**src/rtl/biquad_cfg_pkg.sv**
```systemverilog
// Shared types and helpers for the biquad cascade configuration sequencer.
// Pure definitions: no latency, no flow control.
package biquad_cfg_pkg;

  typedef enum logic [2:0] {
    ST_IDLE,
    ST_SNAP,
    ST_DRIVE,
    ST_GAP,
    ST_DONE
  } state_t;

  localparam logic [31:0] Q31_ONE = 32'h7FFF_FFFF;

  localparam logic [2:0] B0 = 3'd0;
  localparam logic [2:0] B1 = 3'd1;
  localparam logic [2:0] B2 = 3'd2;
  localparam logic [2:0] A1 = 3'd3;
  localparam logic [2:0] A2 = 3'd4;

  localparam int N_COEFS = 5;

  // Coefficient k occupies bits 32k+31:32k.
  typedef logic [N_COEFS-1:0][31:0] coef_set_t;

  // Pass-through filter: b0 = 1.0, everything else 0.
  function automatic coef_set_t identity_coefs();
    coef_set_t c;
    c     = '0;
    c[B0] = Q31_ONE;
    return c;
  endfunction

  function automatic logic [511:0] pack_config(input coef_set_t c);
    logic [511:0] w;
    w        = '0;
    w[159:0] = c;
    return w;
  endfunction

endpackage

```
**src/rtl/biquad_coef_bank.sv**
```systemverilog
// Staging and shadow coefficient banks; writes and snapshot land at the clock edge, read is combinational.
// No backpressure: every valid write is accepted, snapshot copies the pre-edge staging bank.
module biquad_coef_bank
#(
  parameter int N_STAGES = 4
) (
  input  logic         aclk,
  input  logic         reset,
  input  logic         wr_en,
  input  logic [2:0]   wr_stage,
  input  logic [2:0]   wr_sel,
  input  logic [31:0]  wr_data,
  input  logic         snap,
  input  logic [2:0]   rd_stage,
  output logic [159:0] rd_coefs
);
  import biquad_cfg_pkg::*;

  coef_set_t staging [N_STAGES];
  coef_set_t shadow  [N_STAGES];

  always_ff @(posedge aclk) begin
    if (reset) begin
      for (int s = 0; s < N_STAGES; s++) begin
        staging[s] <= identity_coefs();
        shadow[s]  <= identity_coefs();
      end
    end else begin
      for (int s = 0; s < N_STAGES; s++) begin
        if (wr_en && (wr_stage == 3'(s))) begin
          staging[s][wr_sel] <= wr_data;
        end
        if (snap) begin
          shadow[s] <= staging[s];
        end
      end
    end
  end

  // Loop compare keeps the index width independent of N_STAGES.
  always_comb begin
    rd_coefs = '0;
    for (int s = 0; s < N_STAGES; s++) begin
      if (rd_stage == 3'(s)) begin
        rd_coefs = shadow[s];
      end
    end
  end

endmodule

```
**src/rtl/biquad_cascade_config_sequencer.sv**
```systemverilog
// Snapshots staged biquad coefficients on commit and presents them stage by stage on a shared config bus.
// Latency: commit -> busy 1 cycle, -> stage-0 address 2 cycles; no backpressure, commits while busy coalesce into one rerun.
module biquad_cascade_config_sequencer
#(
  parameter int          N_STAGES      = 4,
  parameter logic [31:0] BASE_ADDR     = 32'd1000,
  parameter logic [31:0] IDLE_ADDR     = 32'd0,
  parameter int          HOLD_CYCLES   = 2,
  parameter int          GAP_CYCLES    = 4,
  parameter bit          INIT_ON_RESET = 1'b1
) (
  input  logic         aclk,
  input  logic         reset,
  input  logic         cfg_we,
  input  logic [2:0]   cfg_stage,
  input  logic [2:0]   cfg_sel,
  input  logic [31:0]  cfg_wdata,
  input  logic         commit,
  output logic         busy,
  output logic         done,
  output logic         wr_err,
  output logic [31:0]  config_addr,
  output logic [511:0] config_data
);
  import biquad_cfg_pkg::*;

  localparam int HW = $clog2(HOLD_CYCLES + 1);
  localparam int GW = $clog2(GAP_CYCLES + 1);

  state_t          state, state_nxt;
  logic [2:0]      stage, stage_nxt;
  logic [HW-1:0]   hold_cnt, hold_nxt;
  logic [GW-1:0]   gap_cnt, gap_nxt;
  logic            pending, pending_nxt;
  logic            snap;
  logic            wr_valid;
  logic [159:0]    rd_coefs;

  logic            busy_nxt, done_nxt, wr_err_nxt;
  logic [31:0]     addr_nxt;
  logic [511:0]    data_nxt;

  assign wr_valid = cfg_we && (int'(cfg_stage) < N_STAGES) && (cfg_sel <= A2);

  biquad_coef_bank #(
    .N_STAGES (N_STAGES)
  ) u_bank (
    .aclk     (aclk),
    .reset    (reset),
    .wr_en    (wr_valid),
    .wr_stage (cfg_stage),
    .wr_sel   (cfg_sel),
    .wr_data  (cfg_wdata),
    .snap     (snap),
    .rd_stage (stage),
    .rd_coefs (rd_coefs)
  );

  always_comb begin
    state_nxt   = state;
    stage_nxt   = stage;
    hold_nxt    = hold_cnt;
    gap_nxt     = gap_cnt;
    pending_nxt = pending;
    snap        = 1'b0;

    case (state)
      ST_IDLE: begin
        if (commit || pending) begin
          state_nxt   = ST_SNAP;
          pending_nxt = 1'b0;
        end
      end
      ST_SNAP: begin
        snap      = 1'b1;
        stage_nxt = 3'd0;
        hold_nxt  = '0;
        state_nxt = ST_DRIVE;
      end
      ST_DRIVE: begin
        if (hold_cnt == HW'(HOLD_CYCLES - 1)) begin
          gap_nxt   = '0;
          state_nxt = ST_GAP;
        end else begin
          hold_nxt = hold_cnt + HW'(1);
        end
      end
      ST_GAP: begin
        if (gap_cnt == GW'(GAP_CYCLES - 1)) begin
          if (int'(stage) < N_STAGES - 1) begin
            stage_nxt = stage + 3'd1;
            hold_nxt  = '0;
            state_nxt = ST_DRIVE;
          end else begin
            state_nxt = ST_DONE;
          end
        end else begin
          gap_nxt = gap_cnt + GW'(1);
        end
      end
      ST_DONE: begin
        if (pending) begin
          state_nxt   = ST_SNAP;
          pending_nxt = 1'b0;
        end else begin
          state_nxt = ST_IDLE;
        end
      end
      default: state_nxt = ST_IDLE;
    endcase

    // Any commit outside IDLE, including the DONE cycle, queues exactly one rerun.
    if (commit && (state != ST_IDLE)) begin
      pending_nxt = 1'b1;
    end

    busy_nxt   = (state == ST_SNAP) || (state == ST_DRIVE) || (state == ST_GAP);
    done_nxt   = (state == ST_DONE);
    wr_err_nxt = wr_err || (cfg_we && !wr_valid);
    addr_nxt   = IDLE_ADDR;
    data_nxt   = '0;
    if (state == ST_DRIVE) begin
      addr_nxt = BASE_ADDR + 32'(stage);
      data_nxt = pack_config(rd_coefs);
    end
  end

  always_ff @(posedge aclk) begin
    if (reset) begin
      state       <= ST_IDLE;
      stage       <= 3'd0;
      hold_cnt    <= '0;
      gap_cnt     <= '0;
      pending     <= INIT_ON_RESET;
      busy        <= 1'b0;
      done        <= 1'b0;
      wr_err      <= 1'b0;
      config_addr <= IDLE_ADDR;
      config_data <= '0;
    end else begin
      state       <= state_nxt;
      stage       <= stage_nxt;
      hold_cnt    <= hold_nxt;
      gap_cnt     <= gap_nxt;
      pending     <= pending_nxt;
      busy        <= busy_nxt;
      done        <= done_nxt;
      wr_err      <= wr_err_nxt;
      config_addr <= addr_nxt;
      config_data <= data_nxt;
    end
  end

endmodule

```
**config.mk**
```make
export PLATFORM = sky130hd
export DESIGN_NAME = biquad_cascade_config_sequencer
export DESIGN_NICKNAME = d
export VERILOG_FILES = /design/src/rtl/biquad_cfg_pkg.sv /design/src/rtl/biquad_coef_bank.sv /design/src/rtl/biquad_cascade_config_sequencer.sv
export SDC_FILE = /design/constraint.sdc
export NUM_CORES = 2
export LEC_CHECK = 0
export BUFFER_PORTS_ARGS = -buffer_cell sky130_fd_sc_hd__buf_2
export CAP_MARGIN = 20
export CORE_MARGIN = 4
export CORE_UTILIZATION = 50
export CTS_CLUSTER_DIAMETER = 150
export DETAILED_ROUTE_END_ITERATION = 12
export PLACE_DENSITY = 0.69
export SLEW_MARGIN = 25
export SYNTH_ARGS = -nofsm -noshare
export SYNTH_HDL_FRONTEND = slang
export SYNTH_SLANG_ARGS = --single-unit
```
**constraint.sdc**
```tcl
create_clock -name aclk -period 35 [get_ports aclk]
set_input_delay 3.5 -clock aclk [delete_from_list [all_inputs] [get_ports aclk]]
set_output_delay 3.5 -clock aclk [all_outputs]
set_load 0.01 [all_outputs]
```
# Yosys cells after proc, flatten, opt, wreduce, memory -nomap -nowiden
# Memory sizes are Yosys's and may differ from the RTL's.
# Cells that the tools add are included.
[word_totals]
reg_bits = 559
ramBits = 1280
out_inout_bits = 547
memories = 2
[mem_list]
columns = ["memory", "depth", "width", "read_ports", "rd_clocked_by_memory_dff", "write_ports", "line_no", "text"]
rows = [
  ["u_bank.shadow", 4, 160, 4, 0, 4, "biquad_coef_bank.sv:20", "coef_set_t shadow [N_STAGES];"],
  ["u_bank.staging", 4, 160, 4, 0, 4, "biquad_coef_bank.sv:19", "coef_set_t staging [N_STAGES];"],
]
[op_classes]
n_addsub = 4
n_lt_le_gt_ge = 5
n_eq_ne = 18
n_mux = 686
bitwise_logic = 645
reduce_logical = 29
[ops]
columns = ["operator", "n"]
rows = [
  ["two-way mux 160 bit", 12],
  ["two-way mux 1 bit", 656],
  ["OR 1 bit", 644],
  ["demux 32 bit (select 3 bit)", 1],
  ["two-way mux 32 bit", 1],
  ["two-way mux 3 bit", 8],
  ["== test 3 x 2 -> 1 bit (second input constant)", 7],
  ["one-hot mux 3 bit (5 select lines)", 1],
  ["!= test 2 bit (second input constant)", 6],
  ["one-hot mux 3 bit (2 select lines)", 2],
  ["adder 10 x 3 -> 11 bit (first input constant)", 1],
  ["== test 3 x 1 -> 1 bit (second input constant)", 3],
  ["logical AND 1 bit", 9],
  ["logical NOT 3 bit", 3],
  ["AND reduction 3 bit", 3],
  ["adder 3 x 1 -> 3 bit (second input constant)", 2],
  ["two-way mux 2 bit", 3],
  ["one-hot mux 2 bit (3 select lines)", 1],
  ["nonzero test 2 bit", 3],
  ["nonzero test 3 bit", 2],
  ["logical OR 1 bit", 4],
  ["less-than comparator 3 x 4 -> 1 bit (second input constant)", 1],
  ["AND reduction 4 bit", 1],
  ["OR reduction 2 bit", 2],
  ["other kinds (11)", 11],
]

# Longest topological paths before layout
[depth]
word_depth = 8
ltp_mapped = 10
depth_no_buf = 6

# Hierarchy
# A second synthesis with hierarchy kept.
[hier_totals]
cells_unflattened = 4388
area_unflattened_um2 = 62652.6
[modules_own_cells]
columns = ["mod", "n_inst", "cells_each", "area_each_um2", "seq_area_each_um2"]
rows = [
  ["biquad_coef_bank", 1, 3583, 54692.5, 38436.9],
  ["biquad_cascade_config_sequencer", 1, 805, 7960.1, 3583.4],
]

# Least setup slack after synthesis
# No wires, ideal clock.
[synth_path]
path_type = "flip-flop to flip-flop"
from = "reg state[2]"
to = "mem u_bank.shadow[0][0] (netlist bit), enable pin"
setup_ns = 1.784
t_arrival_ns = 29.898
t_required_ns = 33.216
setup_slack_ns = 3.318
stages_incl_launch_ff = 4
n_path_buf = 1
period_less_slack_ns = 31.682
cell_sequence = "dfxtp_1 > buf_2 > nand2b_1 > o21bai_1"
[synth_rtl]
columns = ["element", "line_no", "text"]
rows = [
  ["start, declared", "biquad_cascade_config_sequencer.sv:30", "state_t state, state_nxt;"],
  ["start signal, assigned", "biquad_cascade_config_sequencer.sv:141", "state <= state_nxt;"],
  ["end, declared", "biquad_coef_bank.sv:20", ""],
]

==> metrics.md <==
| Metric | Value |
|---|---|
| GRT overflow | `0` |
| Filler instances | `9304` |
| CTS tree | `yes` |
| Crit-path slowest cell | `buf_6` |
| Worst Hold Class | `reg2reg` |
| Post-synth top flop | `edfxtp_1` |
| Clk_skew | `26.1 ps` |
| Yosys top cell area share | `65.5%` |
| Non-filler cells, final | `6394` |
| Outcome | `finished, final reports clean` |
| Row count | `125` |
| Crit Path Category | `in2reg` |
| Register area share after synthesis | `71.6%` |
| Most common cell after layout, fill and taps aside | `edfxtp_1` |
| Fin. max-slew vios | `0` |
| Nets | `around 4800` |
| Crit end category | `flop` |
| Area of the core | `116000 um2` |
| XOR/XNOR Fraction of Synth Area | `0%` |
| Compound-Gate Fraction of Synth Area | `4.14%` |
| Post-synth EDFFs | `1280` |
| CTS Sinks | `~1500` |
| # IOs | `589` |
| Worst path most repeated cell | `buf_6` |
| Synth area leader | `edfxtp_1` |
| Adder-Cell Fraction of Synth Area | `0.171%` |
| Worst-Margin Slew | `1070 ps` |
| Synthesis Warnings | `0` |
| Post-synthesis mux area share | `0.0896%` |
| Crit path required time | `35350 ps` |
| Most frequent cells in the layout | `edfxtp_1, nand2_1, nor2_1` |
| Main combinational cell family by area after synthesis | `simple AND/OR/NAND/NOR gates` |
| Cell Area, Synth | `58700 um2` |
| First-pass GRT wire length | `~200000 um` |
| Vias per cell | `5.26` |
| DP HPWL | `between 80000 and 90000 um` |
| Worst path max stage delay | `720 ps` |
| Critical path arrival | `7410 ps` |
| Hold worst-path end | `config_data[49]` |
| Hold depth | `2` |
| Router iterations before antenna repair | `5` |
| Clock root buffer | `clkbuf_16` |
| Reg-to-Reg End | `u_bank.shadow[2][113]` |
| Area growth, synth to finish | `9.92%` |
| Leak | `23.8 nW` |
| Setup TNS | `0 ps` |
| Flop2flop setup slack | `roughly 31000 ps` |
| Max Cap Violations | `0` |
| Register bit count reported by yosys | `1459` |
| Final WL | `141000 um` |
| Ys async rst share | `0%` |
| Fin. Hold Viols | `0` |
| Number of cells on the worst reg-to-reg path | `7` |
| Synth Area in Simple Gates | `17.0%` |
| Final Cycle Share | `20.2%` |
| Worst path cell trace | `buf_2 > o21bai_4 > buf_4 > buf_12 > buf_16 > buf_6 > buf_6` |
| Via count | `33600` |
| CTS Buffer Depth | `3` |
| Vias in the first global route | `roughly 32000` |
| Post-CTS setup buffer count | `0` |
| Netlist cell types | `42` |
| Post-route ant nets | `0` |
| Synth area leaders | `edfxtp_1, dfxtp_1, and2_1` |
| Die width | `351 um` |
| Critical path's top delay family | `buffers and inverters` |
| Worst Setup SP | `reset` |
| WP buf/inv | `6` |
| Clock H-tree levels | `4` |
| Final setup violation count | `0` |
| Peak fanout along the critical path | `129` |
| Clk_lat worst skew | `740 ps` |
| Port Buf Inserts | `~210` |
| TritonCTS Buffers | `around 150` |
| Power per Cell Area | `about 63 nW/um2` |
| Worst Min Path Start | `u_bank.shadow[3][49]` |
| VDD IR max | `0.0000508 V` |
| Max_slew headroom | `28.8%` |
| Drt drc | `0` |
| Mean post-synth cell area | `12.7 um2` |
| Initial antenna violation count | `3` |
| # hold bufs at CTS | `0` |
| DR WL/cell | `22.1 um` |
| Post-synthesis instance total | `~4600` |
| GP Congestion | `0.783` |
| Peak Freq | `142 MHz` |
| Reg-to-reg startpoint | `state[0]` |
| Total GRT Usage | `22.4%` |
| Layout cells sized above 1 | `12.3%` |
| DIE AREA | `~120000 um2` |
| Placed Cells | `roughly 6000` |
| RSZ-0062 raised after global routing | `no` |
| Crit path launch type | `input port` |
| 1st-iter DRT viols | `3788` |
| Post-CTS sizing | `0` |
| Largest net degree at the start of global routing | `between 200 and 300` |
| Die Height | `~350 um` |
| Min Tclk post-route | `7060 ps` |
| Clock transition at the registers of the reported paths | `60 ps` |
| Starting Density | `about half` |
| Hold Slack | `429 ps` |
kinds of logic after synthesis:
group / after synthesis
compound gates: 352
flops: 1459
fa+ha+maj: 8
other cells: 1
buf+inv: 675
simple gates: 2117
mux: 5
tightest hold or removal path, stage by stage (launching register included):
cell and delay [ps]:
edfxtp_1 320, nand2_1 40, nand2_1 40
flip-flops by register name (all words and copies together) (netlist names), 2 cells and up:
name	flops
config_addr	4
config_data	160
gap_cnt	3
hold_cnt	2
stage	3
state	3
u_bank.shadow	640
u_bank.staging	640
metrics by stage:
| stage | setup WS, ps | utilization [%] | total power (W) | cell area [um2] |
|---|---|---|---|---|
| 3_5_place_dp | 26790 | 51.2 | 0.00257 | 59600 |
| 2_1_floorplan | 3320 | - | 0.00263 | 60100 |
| 5_1_grt | 27730 | 55.4 | 0.00423 | 64500 |
| 4_1_cts | 27580 | 55.3 | 0.00411 | 64400 |
| 3_3_place_gp | 26880 | 51.2 | 0.00255 | 59600 |
| 6_report | 27940 | 55.4 | 0.00409 | 64500 |
final cells by class:
class	count	area, um2	share of cell area, %
Clock inverter	66	642	0.995
Sequential cell	1459	42000	65.2
Multi-Input combinational cell	2857	14100	21.8
Inverter	8	30.0	0.0466
Clock buffer	206	4140	6.42
Antenna cell	2	5.00	0.00776
Timing Repair Buffer	272	1650	2.56
Tap cell	1524	1910	2.96
worst max-delay path by stage:
stage | cells past startpoint | slack (ps) | endpoint
6_report | 7 | 27940 | u_bank.shadow[2][113]
2_1_floorplan | 3 | 3320 | u_bank.shadow[0][0]
5_1_grt | 7 | 27730 | u_bank.shadow[1][81]
4_1_cts | 6 | 27580 | u_bank.shadow[2][113]
3_5_place_dp | 6 | 26790 | u_bank.shadow[2][88]
3_3_place_gp | 6 | 26880 | u_bank.shadow[2][88]
cells in the mapped netlist (2+ instances only):
cell      number
mux2_2         2
buf_6         10
a21o_1        17
nor4b_1        2
buf_1         16
dfxtp_1      179
or2_2         95
nand2_1      779
o32ai_1        2
inv_1          8
nor2_1       537
clkbuf_1     227
buf_4        381
nand3b_1       2
mux2i_1        3
nand2b_1     134
nand3_1        3
and3_1         2
and2_1       519
edfxtp_1    1280
nor2b_1        4
a21oi_1        6
or3_1         32
buf_2         33
o221ai_1     160
o21ai_0      161
ha_1           8
per-layer routing:
layer / part of all wire (%) / up-vias / GRT usage, %
li1: - / 15300 / -
met1: 38 / 16500 / 28.1
met2: 51 / 1461 / 38.5
met3: 7.6 / 287 / 3.81
met4: 4.2 / 0 / 9.85
met5: 0 / - / 0
power by group:
part	leakage [nW]	internal, W	switching [W]
sequential	14.0	0.00214	0.0000579
combinational	7.43	0.0000867	0.000249
clock	2.34	0.000899	0.000659
(Power assumes the default switching activity.)
